===== src/rtl/ram_alu_host.sv =====
// ram_alu_host: accepts an arithmetic command, writes X and Y into an
// external register-mapped ALU, reads back the 32-bit result and returns
// it over a valid/ready response channel. Illegal commands (divide by
// zero) are answered directly with an error and never touch the ALU bus.
module ram_alu_host #(
  parameter int HOLD_CYCLES = 1,
  parameter int READ_LAT    = 1
) (
  input  logic        clk,
  input  logic        rst,
  input  logic        cmd_valid,
  output logic        cmd_ready,
  input  logic [1:0]  cmd_op,
  input  logic [15:0] cmd_x,
  input  logic [15:0] cmd_y,
  output logic        rsp_valid,
  input  logic        rsp_ready,
  output logic [31:0] rsp_data,
  output logic        rsp_err,
  output logic        alu_e,
  output logic [1:0]  alu_op,
  output logic [15:0] alu_din,
  output logic [1:0]  alu_addr,
  output logic        alu_w,
  output logic        alu_r,
  input  logic [31:0] alu_dout
);

  typedef enum logic [2:0] {IDLE, WR_X, WR_Y, RD, RESP} state_t;

  localparam logic [3:0] HOLD_LAST = 4'(HOLD_CYCLES - 1);
  localparam logic [3:0] READ_LAST = 4'(READ_LAT - 1);

  state_t      state_q, state_d;
  logic [3:0]  cnt_q, cnt_d;
  logic [1:0]  alu_op_q;
  logic [15:0] x_q, y_q;
  logic [31:0] rsp_data_q;
  logic        rsp_err_q;
  logic        accept;
  logic        illegal;
  logic        rd_done;

  assign cmd_ready = (state_q == IDLE);
  assign accept    = cmd_valid && cmd_ready;
  // Operations whose divisor would be zero are rejected up front.
  assign illegal   = (((cmd_op == 2'd1) || (cmd_op == 2'd2)) && (cmd_y == 16'd0)) ||
                     ((cmd_op == 2'd3) && (cmd_x == cmd_y));
  assign rd_done   = (state_q == RD) && (cnt_q == READ_LAST);

  assign rsp_valid = (state_q == RESP);
  assign rsp_data  = rsp_data_q;
  assign rsp_err   = rsp_err_q;
  assign alu_op    = alu_op_q;

  // State and phase counter register.
  always_ff @(posedge clk or posedge rst) begin
    if (rst) begin
      state_q <= IDLE;
      cnt_q   <= 4'd0;
    end else begin
      state_q <= state_d;
      cnt_q   <= cnt_d;
    end
  end

  // Next-state sequencing and ALU bus decode.
  always_comb begin
    state_d  = state_q;
    cnt_d    = cnt_q;
    alu_e    = 1'b0;
    alu_w    = 1'b0;
    alu_r    = 1'b0;
    alu_addr = 2'd0;
    alu_din  = 16'd0;
    case (state_q)
      IDLE: begin
        cnt_d = 4'd0;
        if (accept) state_d = illegal ? RESP : WR_X;
      end
      WR_X: begin
        alu_e    = 1'b1;
        alu_w    = 1'b1;
        alu_addr = 2'd0;
        alu_din  = x_q;
        if (cnt_q == HOLD_LAST) begin
          state_d = WR_Y;
          cnt_d   = 4'd0;
        end else begin
          cnt_d = cnt_q + 4'd1;
        end
      end
      WR_Y: begin
        alu_e    = 1'b1;
        alu_w    = 1'b1;
        alu_addr = 2'd1;
        alu_din  = y_q;
        if (cnt_q == HOLD_LAST) begin
          state_d = RD;
          cnt_d   = 4'd0;
        end else begin
          cnt_d = cnt_q + 4'd1;
        end
      end
      RD: begin
        alu_e    = 1'b1;
        alu_r    = 1'b1;
        alu_addr = 2'd2;
        if (rd_done) begin
          state_d = RESP;
          cnt_d   = 4'd0;
        end else begin
          cnt_d = cnt_q + 4'd1;
        end
      end
      RESP: begin
        if (rsp_ready) state_d = IDLE;
      end
      default: begin
        state_d = IDLE;
        cnt_d   = 4'd0;
      end
    endcase
  end

  // Command latch, ALU op select and response registers.
  always_ff @(posedge clk or posedge rst) begin
    if (rst) begin
      x_q        <= 16'd0;
      y_q        <= 16'd0;
      alu_op_q   <= 2'd0;
      rsp_data_q <= 32'd0;
      rsp_err_q  <= 1'b0;
    end else begin
      if (accept) begin
        x_q <= cmd_x;
        y_q <= cmd_y;
        if (illegal) begin
          rsp_data_q <= 32'd0;
          rsp_err_q  <= 1'b1;
        end else begin
          alu_op_q  <= cmd_op;
          rsp_err_q <= 1'b0;
        end
      end
      if (rd_done) rsp_data_q <= alu_dout;
    end
  end

endmodule


===== config.mk =====
export PLATFORM = sky130hd
export DESIGN_NAME = ram_alu_host
export DESIGN_NICKNAME = d
export VERILOG_FILES = /design/src/rtl/ram_alu_host.sv
export SDC_FILE = /design/constraint.sdc
export NUM_CORES = 1
export LEC_CHECK = 0
export ABC_AREA = 1
export ABC_CLOCK_PERIOD_IN_PS = 4100
export BUFFER_PORTS_ARGS = -buffer_cell sky130_fd_sc_hd__buf_2
export CAP_MARGIN = 20
export CORE_MARGIN = 8
export CORE_UTILIZATION = 54
export DETAILED_ROUTE_END_ITERATION = 12
export PLACE_DENSITY = 0.85
export SLEW_MARGIN = 5
export SYNTH_ARGS = -nofsm -noshare
export SYNTH_HDL_FRONTEND = slang
export SYNTH_SLANG_ARGS = --single-unit

===== constraint.sdc =====
create_clock -name clk -period 4.1 [get_ports clk]
set_input_delay 0 -clock clk [delete_from_list [all_inputs] [get_ports clk]]
set_output_delay 0 -clock clk [all_outputs]
set_load 0.005 [all_outputs]

==> metrics.txt <==
Comb power frac 0.435; critical path type flip-flop to output pin; All-Layer GR Usage 0.248; post-layout util 0.776; final hold vios 0; RSZ-0062 raised after global routing no; clock root buffer clkbuf_8; CP Launch Type flip-flop; largest delay contributor family on the critical path simple AND/OR/NAND/NOR gates; Reg power frac 0.392; Die Y 99.5 µm; Critical Path RT 4.10 ns; Worst slew margin 0.290; clk slew on worst S/H paths 0.08 ns; EDFF count, synth 0; FF-to-FF Start state_q[0]; post-synth top area share 0.491; Buf/Inv on CP 1; die width 99.5 µm; Clock power frac 0.173; final setup violation count 0; final non-filler cell total 763; Int Pwr roughly 1.9 mW; Post-DRT Antenna Nets 0; Ant. Diodes 0; Design Area, Final 5270 µm²; commonest register cell after synthesis dfrtp_1; Port-buffer cells 127; Max Cap Viol 0; CTS buffer count 9; fin crit period about 2.5 ns; HP Start cmd_y[15]; final setup TNS 0 ns; Max stage delay cell, worst path nor2_1; CP Data Arrival Time 2.50 ns; area growth from synthesis to final layout 39.9%; Gate Count Post-Synth 474; Cell Area, Synth 3770 µm²; Core ar. 6790 µm²; share of synthesized registers carrying an async set or reset 1.00; switching part of the total 0.406; Fmax 400 MHz; initial core utilization 0.555; post-synth top area cell dfrtp_1; critical path peak fanout 13; Worst Max-Slew Pin Slew 1.06 ns; Filler cells 461; die area 9910 µm²; CTS Buffer Depth 2; Final Wtd Congestion 0.869; drt via density 5.19; global-route wire length before repair 19,400 µm; worst setup slack after placement between 1 and 1.5 ns; Syn Nets 547; slowest stage delay, CP between 0.8 and 0.9 ns; Mapped Avg Cell Area 7.95 µm²; CTS tree built; # IOs 128; CP cell instances nor2_1 > nand2_1 > o21ai_0 > buf_2; leakage between 2 and 3 nW; power consumption 3.23 mW; crit share post-route 0.610; most common cell in the netlist nand2_1; drt first pass iters 5; Max Slew Vio Count 0; number of core rows 30; CP Launch Point state_q[2]; Clock Sinks 74; Final Net Count around 740; Resized Gates After CTS 0; net switching power 1.31 mW; sequential share of the synthesized area 0.491; #FFs+latches synth 74; vias in the first global route between 4,000 and 5,000; Worst Skew 0.00955 ns; DR vias 3,963; total gr overflow 0; PwrDens 613 nW/µm²; synth unique cells 32; initial DRC count 257; Final WS setup 1.60 ns; Synth warnings 0; largest net degree at the start of global routing 75; Final HPWL DP 7560 µm; CTS H-tree depth 3; status complete, no violations; worst skew pair latency between 0.3 and 0.4 ns; Max IR drop VDD 0.000351 V; top cells by instance count after synthesis nand2_1 (184), dfrtp_1 (74), inv_1 (44); post-route DRC violation count 0; Placed Instances 679; CP Capture Type output pin; largest cells by area after synthesis dfrtp_1 (49%), nand2_1 (18%), nand3_1 (5.7%); final wirelength 12,300 µm; worst hold-check path type input pin to flip-flop; DR WL/cell 16.1 µm; Post-DP Area 4380 µm²; initial antenna violation count 0; layout cells sized above 1 0.250; Fin Hold WS 0.0460 ns
==> what timing repair did <==
item,in CTS,in global routing
buffers inserted,0,0
hold buffers,67,0
hold endpoints to repair,140,0
==> routing by layer <==
metal  wire length, µm  global-route usage  share of wire  up-vias
li1                  -                   -              -     1897
met1              4700               0.274           0.38     1845
met2              6450               0.435           0.52      187
met3               800              0.0566          0.065       34
met4               358               0.126          0.029        0
met5                 0                   0              0        -
==> layout by cell type, fill, tap and decap left out, drive strengths merged, types with 4 or more instances in the layout <==
master	instances
a21oi	4
a32o	12
buf	129
clkbuf	10
dfrtp	74
dlygate4sd3	67
inv	53
nand2	186
nand3	43
nand4	5
nor2	27
o21ai	34
==> layout make-up <==
type	instances	area, µm²	area share
Inverter	52	195	0.0370
Clock buffer	10	128	0.0242
Timing Repair Buffer	196	1340	0.254
Multi-Input combinational cell	329	1570	0.298
Sequential cell	74	1850	0.351
Clock inverter	6	65.1	0.0123
Tap cell	96	120	0.0228
==> final timing paths <==
| kind | to | slack [ns] | depth (start not counted) |
|---|---|---|---|
| worst min register to register | x_q[6] | 0.49 | 2 |
| worst max register to register | rsp_data[21] | 1.87 | 7 |
| worst max-delay path | alu_din[14] | 1.60 | 4 |
| max in group asynchronous | alu_op[0] | 2.95 | 4 |
| min in group asynchronous | state_q[2] | 0.55 | 4 |
| worst min-delay path | y_q[15] | 0.05 | 3 |
==> sequential cells by signal, indices dropped and copies added (netlist names) <==
signal	count
rsp_data	32
x_q	16
y_q	16
cnt_q	4
state_q	3
alu_op	2
rsp_err	1
==> cells by family after synthesis <==
family / count (synthesis) / share of synthesized area
AND/OR/NAND/NOR: 268 / 0.301
AO/OA/AOI/OAI: 55 / 0.0996
XOR/XNOR: 3 / 0.00697
adder cells (fa/ha/maj): 3 / 0.00996
buffers and inverters: 71 / 0.0913
flip-flops: 74 / 0.491
==> worst min-delay path, cell delays in order <==
cell and delay, ns:
buf_2 0.17, nand2_1 0.07, o21ai_0 0.11
==> power by group through the flow <==
| stage | Combinational [mW] | Clock [mW] | Sequential, mW |
|---|---|---|---|
| floorplan | 0.849 | 0 | 1.23 |
| global placement | 1.25 | 0 | 1.25 |
| detailed placement | 1.30 | 0 | 1.27 |
| CTS | 1.36 | 0.572 | 1.26 |
| global route | 1.56 | 0.598 | 1.30 |
| finish | 1.41 | 0.559 | 1.27 |
Note: power is estimated with default switching activity, not from simulation.
